`src/rtl/core_pkg.sv`:
```
// Shared definitions for the pipeline hazard logic: forward select codes,
// result-source encodings and the memory-wait state type.
package core_pkg;

  localparam logic [1:0] FWD_RF = 2'b00;
  localparam logic [1:0] FWD_W  = 2'b01;
  localparam logic [1:0] FWD_M  = 2'b10;

  localparam logic [1:0] RESULT_MEM = 2'b01;

  typedef enum logic {
    RUN      = 1'b0,
    MEM_WAIT = 1'b1
  } hz_state_t;

endpackage

```
`src/rtl/fwd_select.sv`:
```
// Forward select for one EX source operand: the MEM result beats the WB result,
// and x0 is never forwarded.
module fwd_select
  import core_pkg::*;
(
  input  logic [4:0] rs,
  input  logic [4:0] rd_m,
  input  logic       reg_write_m,
  input  logic [4:0] rd_w,
  input  logic       reg_write_w,
  output logic [1:0] fwd
);

  logic hit_m;
  logic hit_w;

  assign hit_m = reg_write_m && (rd_m != 5'd0) && (rd_m == rs);
  assign hit_w = reg_write_w && (rd_w != 5'd0) && (rd_w == rs);

  always_comb begin
    fwd = FWD_RF;
    if (hit_m)      fwd = FWD_M;
    else if (hit_w) fwd = FWD_W;
  end

endmodule

```
`src/rtl/hazard_ctrl.sv`:
```
// Hazard controller for the five-stage core: forwarding, load-use and branch
// stall/flush, memory-wait stalling with timeout, and a stall-cycle counter.
module hazard_ctrl
  import core_pkg::*;
#(
  parameter int MAX_WAIT = 255,
  parameter int CNT_W    = 32
) (
  input  logic             clk,
  input  logic             rst_n,
  input  logic [4:0]       Rs1D,
  input  logic [4:0]       Rs2D,
  input  logic [4:0]       Rs1E,
  input  logic [4:0]       Rs2E,
  input  logic [4:0]       RdE,
  input  logic             RegWriteE,
  input  logic [1:0]       ResultSrcE,
  input  logic             PCSrcE,
  input  logic             MemReqM,
  input  logic             MemReadyM,
  output logic [1:0]       ForwardAE,
  output logic [1:0]       ForwardBE,
  output logic             StallF,
  output logic             StallD,
  output logic             StallE,
  output logic             StallM,
  output logic             FlushD,
  output logic             FlushE,
  output logic             FlushW,
  output logic             mem_err,
  output logic [CNT_W-1:0] stall_cycles
);

  localparam int WAIT_W = $clog2(MAX_WAIT + 1);
  localparam logic [WAIT_W-1:0] WAIT_LIMIT = WAIT_W'(MAX_WAIT);

  hz_state_t         state_reg, state_next;
  logic [4:0]        rd_m_reg, rd_w_reg;
  logic              reg_write_m_reg, reg_write_w_reg;
  logic [WAIT_W-1:0] wait_cnt_reg;
  logic              mem_err_reg;
  logic [CNT_W-1:0]  stall_cnt_reg;
  logic              mem_stall;
  logic              load_use;

  logic [4:0] rs_e [2];
  logic [1:0] fwd_sel [2];

  assign rs_e[0] = Rs1E;
  assign rs_e[1] = Rs2E;

  generate
    for (genvar gi = 0; gi < 2; gi++) begin : g_fwd
      fwd_select u_fwd (
        .rs          (rs_e[gi]),
        .rd_m        (rd_m_reg),
        .reg_write_m (reg_write_m_reg),
        .rd_w        (rd_w_reg),
        .reg_write_w (reg_write_w_reg),
        .fwd         (fwd_sel[gi])
      );
    end
  endgenerate

  assign ForwardAE = fwd_sel[0];
  assign ForwardBE = fwd_sel[1];

  // Shadow of the M and W destination fields; a held M pushes a bubble into W.
  always_ff @(posedge clk or negedge rst_n) begin
    if (!rst_n) begin
      rd_m_reg        <= 5'd0;
      reg_write_m_reg <= 1'b0;
      rd_w_reg        <= 5'd0;
      reg_write_w_reg <= 1'b0;
    end else if (!StallM) begin
      rd_m_reg        <= RdE;
      reg_write_m_reg <= RegWriteE;
      rd_w_reg        <= rd_m_reg;
      reg_write_w_reg <= reg_write_m_reg;
    end else begin
      reg_write_w_reg <= 1'b0;
    end
  end

  always_ff @(posedge clk or negedge rst_n) begin
    if (!rst_n) state_reg <= RUN;
    else        state_reg <= state_next;
  end

  always_comb begin
    state_next = state_reg;
    case (state_reg)
      RUN:      if (MemReqM && !MemReadyM) state_next = MEM_WAIT;
      MEM_WAIT: if (MemReadyM)             state_next = RUN;
      default:  state_next = RUN;
    endcase
  end

  assign load_use = (ResultSrcE == RESULT_MEM) && RegWriteE && (RdE != 5'd0) &&
                    ((RdE == Rs1D) || (RdE == Rs2D));

  // The memory stall overrides everything; a held branch flushes on release.
  always_comb begin
    mem_stall = ((state_reg == RUN) && MemReqM && !MemReadyM) ||
                ((state_reg == MEM_WAIT) && !MemReadyM);
    StallF = 1'b0;
    StallD = 1'b0;
    StallE = 1'b0;
    StallM = 1'b0;
    FlushD = 1'b0;
    FlushE = 1'b0;
    FlushW = 1'b0;
    if (mem_stall) begin
      StallF = 1'b1;
      StallD = 1'b1;
      StallE = 1'b1;
      StallM = 1'b1;
      FlushW = 1'b1;
    end else begin
      FlushD = PCSrcE;
      FlushE = PCSrcE || load_use;
      StallF = load_use && !PCSrcE;
      StallD = load_use && !PCSrcE;
    end
  end

  always_ff @(posedge clk or negedge rst_n) begin
    if (!rst_n) begin
      wait_cnt_reg <= '0;
      mem_err_reg  <= 1'b0;
    end else begin
      if (state_next == RUN)
        wait_cnt_reg <= '0;
      else if (state_reg == MEM_WAIT && wait_cnt_reg != WAIT_LIMIT)
        wait_cnt_reg <= wait_cnt_reg + 1'b1;
      if (state_reg == MEM_WAIT && state_next == MEM_WAIT &&
          wait_cnt_reg + 1'b1 == WAIT_LIMIT)
        mem_err_reg <= 1'b1;
    end
  end

  always_ff @(posedge clk or negedge rst_n) begin
    if (!rst_n)
      stall_cnt_reg <= '0;
    else if (StallF && stall_cnt_reg != {CNT_W{1'b1}})
      stall_cnt_reg <= stall_cnt_reg + 1'b1;
  end

  assign mem_err      = mem_err_reg;
  assign stall_cycles = stall_cnt_reg;

endmodule

```
`config.mk`:
```
export PLATFORM = sky130hd
export DESIGN_NAME = hazard_ctrl
export DESIGN_NICKNAME = d
export VERILOG_FILES = /design/src/rtl/core_pkg.sv /design/src/rtl/fwd_select.sv /design/src/rtl/hazard_ctrl.sv
export SDC_FILE = /design/constraint.sdc
export NUM_CORES = 1
export LEC_CHECK = 0
export CAP_MARGIN = 30
export CORE_ASPECT_RATIO = 0.75
export CORE_MARGIN = 1
export CORE_UTILIZATION = 53
export CTS_BUF_LIST = sky130_fd_sc_hd__clkbuf_16
export CTS_CLUSTER_SIZE = 28
export DETAILED_ROUTE_END_ITERATION = 10
export GPL_ROUTABILITY_DRIVEN = 1
export PLACE_DENSITY = 0.94
export SETUP_SLACK_MARGIN = 0.1
export SLEW_MARGIN = 10
export SYNTH_ARGS = -nofsm -noshare
export SYNTH_HDL_FRONTEND = slang
export SYNTH_SLANG_ARGS = --single-unit
```
`constraint.sdc`:
```
create_clock -name clk -period 5.9 [get_ports clk]
set_input_delay 1.77 -clock clk [delete_from_list [all_inputs] [get_ports clk]]
set_output_delay 1.77 -clock clk [all_outputs]
set_load 0.05 [all_outputs]
```
=== After elaboration in Yosys (flattened, before gate mapping) ===
Index checks and enable logic that the tools add are counted.

* Add/subtract/negate cells: 2
* Equal/unequal tests: 11
* Muxes and demuxes: 14
* Bitwise gates (word level): 1
* Reduce and logical (&&, ||, !) cells: 26

{| class="wikitable"
|+ Operators with widths
! kind !! number
|-
| 32-bit by 1-bit adder with 32-bit output (second input constant) || 1
|-
| 32-bit inequality test (second input constant) || 1
|-
| 5-bit == test || 6
|-
| 1-bit logical AND || 18
|-
| 8-bit two-way mux || 2
|-
| 5-bit nonzero test || 3
|-
| 1-bit two-way mux || 9
|-
| 8-bit by 1-bit adder with 8-bit output (second input constant) || 1
|-
| 8-bit == test (second input constant) || 1
|-
| 8-bit inequality test (second input constant) || 1
|-
| 2-bit two-way mux || 2
|-
| 1-bit logical OR || 3
|-
| 2-bit by 1-bit == test with 1-bit output (second input constant) || 1
|-
| 1-bit logical NOT || 2
|-
| 2-bit by 1-bit inequality test with 1-bit output (second input constant) || 1
|-
| 1-bit case mux with 2 select lines || 1
|-
| 1-bit inverter || 1
|}

* Register bits: 54
* Input bits: 33
* Output and inout port bits: 44

=== Depth between registers and ports, before layout ===
Gate-level depths: netlist (run 1).

* Word-level depth: 7
* Gate-level depth with buffers: 9
* Gate-level depth less buffers: 7

=== Modules after synthesis ===
Synthesis (run 1) repeated with hierarchy kept, for this count alone.

* Cells, all modules: 320
* Area, all modules: 3064.2 um^2

{| class="wikitable"
|+ Modules (own cells, without submodules)
! module !! instances !! cells an instance !! area each (um^2) !! sequential area each (um^2)
|-
| hazard_ctrl || 1 || 278 || 2746.4 || 1351.3
|-
| fwd_select || 2 || 21 || 158.9 || 0.0
|}

=== Worst setup path after synthesis (run 1) ===
OpenSTA, ideal clock, no wires.

* Path kind: input to output
* Start: input Rs2E[4]
* End: output ForwardBE[0]
* Arrival: 3.857 ns
* Required time: 4.130 ns
* Slack: 0.273 ns
* Stages on the path: 3
* Cells stage by stage: xor2_1 > or4_1 > nor4_1

* Longest elaborated chain between the ends: 4

{| class="wikitable"
|+ RTL lines
! item !! RTL line !! RTL
|-
| from (decl) || hazard_ctrl.sv:14 || <nowiki>input logic [4:0] Rs2E,</nowiki>
|-
| 5-bit == test || fwd_select.sv:18 || <nowiki>assign hit_w = reg_write_w && (rd_w != 5'd0) && (rd_w == rs);</nowiki>
|-
| 1-bit logical AND || fwd_select.sv:18 ||
|-
| 1-bit two-way mux || fwd_select.sv:23 || <nowiki>else if (hit_w) fwd = FWD_W;</nowiki>
|-
| 2-bit two-way mux * || fwd_select.sv:22 || <nowiki>if (hit_m) fwd = FWD_M;</nowiki>
|-
| to (decl) || hazard_ctrl.sv:22 || <nowiki>output logic [1:0] ForwardBE,</nowiki>
|}

Every way passes the cells marked *; elsewhere a longest branch is shown, timed or not.

=== Worst setup path after layout (run 1) ===
* Start: input Rs2E[2]
* End: output ForwardBE[1]

* Longest elaborated chain between the ends: 3

{| class="wikitable"
|+ RTL lines
! item !! RTL line !! RTL
|-
| 5-bit == test || fwd_select.sv:17 || <nowiki>assign hit_m = reg_write_m && (rd_m != 5'd0) && (rd_m == rs);</nowiki>
|-
| 1-bit logical AND || fwd_select.sv:17 ||
|-
| 2-bit two-way mux || fwd_select.sv:22 ||
|}

No other way between the ends.

==> run_results.csv, run 1 <==
group,metric,value,unit
outcome,status,"completed",
power,max-vdd-ir-drop,0.145,mV
hold_path,hold_class,"reg -> reg",
finish,drive_gt1_share,7.23,%
global_route,first_global_vias,2614,
power,p_leak,1.85,nW
drt,wire_per_inst,15.3,µm
sta,slew_viol_final,0,
placed_design,gp_congestion,0.890,
synth,synth-xor-area-share,18.3,%
synth,synth_area,3070,µm²
synth,synthAdderAreaFrac,1.22,%
cts,post-cts-setup-buffers,0,
finish,syn2layout_area_growth,31.3,%
die,dieHeight,67.9,µm
power,power.density,238,nW/µm²
global_route,grt_pass1_wl,12200,µm
setup_path,critPathKind,"in -> out",
synth,synth_edf_count,0,
synth,seq_area_frac_synth,44.0,%
drt,final_antenna_net_count,0,
die,initial_core_util,56.1,%
synth,synthMuxAreaShare,0.367,%
setup_path,crit_path_start_kind,"input pin",
drt,drt_iter0_drc,155,
sta,tns,0,ns
sta,skew,0.00440,ns
cts,cts_buffers,5,
synth,synth_nets,361,
synth,ys_top_cells_by_area,"dfrtp_1 44%, xor2_1 14%, nand2_1 6.7%, xnor2_1 4.0%, nor2_1 3.5%",
cts,hold_buffers,0,
finish,fin_nets,437,
cts,clockBufferDepth,2,
placed_design,place_hpwl,5340,µm
drt,drtPass1Iterations,5,
sta,worst_slack,0.355,ns
placed_design,io_buffer_count,76,
global_route,track_usage,25.4,%
setup_path,cp.required,4.13,ns
sta,finalHoldViolations,0,
synth,synth_compound_area_share,4.89,%
synth,synth_common_cells,"55 x nand2_1, 54 x dfrtp_1, 50 x xor2_1",
placed_design,place_ws,0.330,ns
setup_path,critPathCaptureType,"primary output",
synth,synthMostInstantiatedCell,"nand2_1",
drt,wl,7260,µm
synth,synthArstFlopShare,100,%
sta,fin_crit,5.55,ns
finish,antennaDiodeCount,0,
synth,ys_ff_latch,54,
die,coreArea,5470,µm²
cts,cts-root-buf,"clkbuf_16",
cts,htreeDepth,2,
global_route,antenna_found_initial,0,
die,die_w,89.9,µm
synth,synthFlopType,"dfrtp_1",
finish,largest_reg_flops,32,
die,dieArea,6100,µm²
global_route,grt_max_degree,55,
cts,cts.repair.resized,0,
synth,synth.avg_cell_area,9.44,µm²
global_route,grt-ovfl-total,0,
synth,synth_top_area_share,44.0,%
cts,cts.sink_count,54,
finish,utilization,73.7,%
synth,yosysTopAreaCell,"dfrtp_1",
die,ios,77,
sta,max_freq,0.180,GHz
sta,period_share,94.0,%
synth,synth_cells,325,
drt,vias_per_cell,5.56,
job,drv_cap,0,
synth,synth_cell_types,41,
sta,rsz0062_at_grt,"false",
drt,vias,2646,
power,total_power,0.958,mW
sta,setup_violations,0,
cts,cts_tree,"done",
synth,synth_top_family_by_area,"simple AND/OR/NAND/NOR gates",
synth,synth-simple-area-share,27.8,%
sta,worstMarginPinSlew,0.674,ns
drt,drc,0,
setup_path,critical_path_arrival,3.78,ns
sta,slew_headroom,55.1,%
cts,insertion_delay,0.29,ns
cts,clkTransAtPathRegs,0.06,ns
die,rows,23,
setup_path,path_max_fanout,2,
synth,ys.warnings.count,0,
## power by group
part	switching (mW)	internal, mW	leakage, nW
registers	0.0379	0.398	0.714
logic	0.150	0.0976	1.07
clock network	0.122	0.152	0.0723
total	0.310	0.648	1.85
## critical path, cell delays in order
cell and delay, ns:
clkdlybuf4s50_1 0.52, xnor2_1 0.15, nand3_1 0.09, nor4_1 0.36
clkdlybuf4s50_1 0.88
## per-layer routing
layer	up-vias	GRT usage (%)	share of wire, %	routed length [µm]
met4	0	9.88	2.2	163
met2	103	44.5	49	3560
met1	1278	32.4	43	3140
met3	16	4.33	5.5	402
met5	-	0	0	0
li1	1249	-	-	-
## cell families (layout without fill, tap and decap cells)
family	after synthesis	count (layout)
XOR/XNOR	64	64
adder cells (fa/ha/maj)	3	3
AND/OR/NAND/NOR	160	160
AO/OA/AOI/OAI	24	24
multiplexers	1	1
buffers and inverters	19	95
flip-flops	54	54
## path summary, 6_finish.rpt
kind	start	to	slack (ns)	cells past startpoint
setup / recovery	Rs2E[2]	ForwardBE[1]	0.35	5
setup reg to reg	stall_cycles[0]$_DFFE_PN0P_	stall_cycles[1]$_DFFE_PN0P_	3.49	6
min in group asynchronous	rst_n	stall_cycles[8]$_DFFE_PN0P_	1.60	2
max in group asynchronous	rst_n	rd_w_reg[2]$_DFFE_PN0N_	3.85	2
hold / removal	mem_err$_DFFE_PN0P_	mem_err$_DFFE_PN0P_	0.49	1
hold reg to reg	mem_err$_DFFE_PN0P_	mem_err$_DFFE_PN0P_	0.49	1
## placed cells by master, fill, tap and decap left out, types with 2 or more instances in the layout
cell type / netlist / final
nand4_2: 2 / 2
buf_4: 7 / 6
nor3_1: 7 / 7
nor3b_2: 3 / 3
o31ai_1: 2 / 2
xnor2_1: 14 / 14
nor2_1: 29 / 29
o21ai_0: 15 / 15
and2_1: 3 / 3
buf_12: 0 / 3
nor4_1: 5 / 5
dfrtp_1: 54 / 54
nor2b_1: 2 / 2
clkdlybuf4s50_1: 0 / 70
ha_1: 3 / 3
inv_1: 7 / 9
clkbuf_16: 0 / 5
nand4_1: 9 / 9
nand2b_1: 3 / 3
buf_2: 1 / 2
nor3_2: 3 / 3
xor2_1: 50 / 50
and3_1: 7 / 7
a21oi_1: 2 / 2
nand2_1: 55 / 55
nand3_1: 19 / 19
or4_1: 5 / 5
## layout make-up
| cell class | instances | area (µm²) |
|---|---|---|
| clock buffer | 5 | 125 |
| clock inverter | 2 | 7.51 |
| fill | 397 | 1440 |
| inverter | 7 | 26.3 |
| multi-input combinational | 252 | 1610 |
| sequential | 54 | 1350 |
| tap | 75 | 93.8 |
| timing repair buffer | 81 | 816 |
## stage by stage
stage          instance area, µm²  std cells  hold slack [ns]
2_1_floorplan                3070        325            0.446
3_3_place_gp                 3890        468            0.457
3_5_place_dp                 3890        468            0.478
4_1_cts                      4030        475            0.496
5_1_grt                      4030        476            0.521
6_report                     4030        476            0.490
Note: power is estimated with default switching activity, not from simulation.
==> run 2, diff against run 1 <==
--- a/config.mk
+++ b/config.mk
@@ -10,11 +10,12 @@
 export CORE_MARGIN = 1
 export CORE_UTILIZATION = 53
 export CTS_BUF_LIST = sky130_fd_sc_hd__clkbuf_16
+export CTS_CLUSTER_DIAMETER = 40
 export CTS_CLUSTER_SIZE = 28
 export DETAILED_ROUTE_END_ITERATION = 10
 export GPL_ROUTABILITY_DRIVEN = 1
 export PLACE_DENSITY = 0.94
-export SETUP_SLACK_MARGIN = 0.1
+export SETUP_SLACK_MARGIN = 0.15
 export SLEW_MARGIN = 10
 export SYNTH_ARGS = -nofsm -noshare
 export SYNTH_HDL_FRONTEND = slang
==> results of run 2 <==
The final DEF is identical to that of run 1; final timing and power are the same.
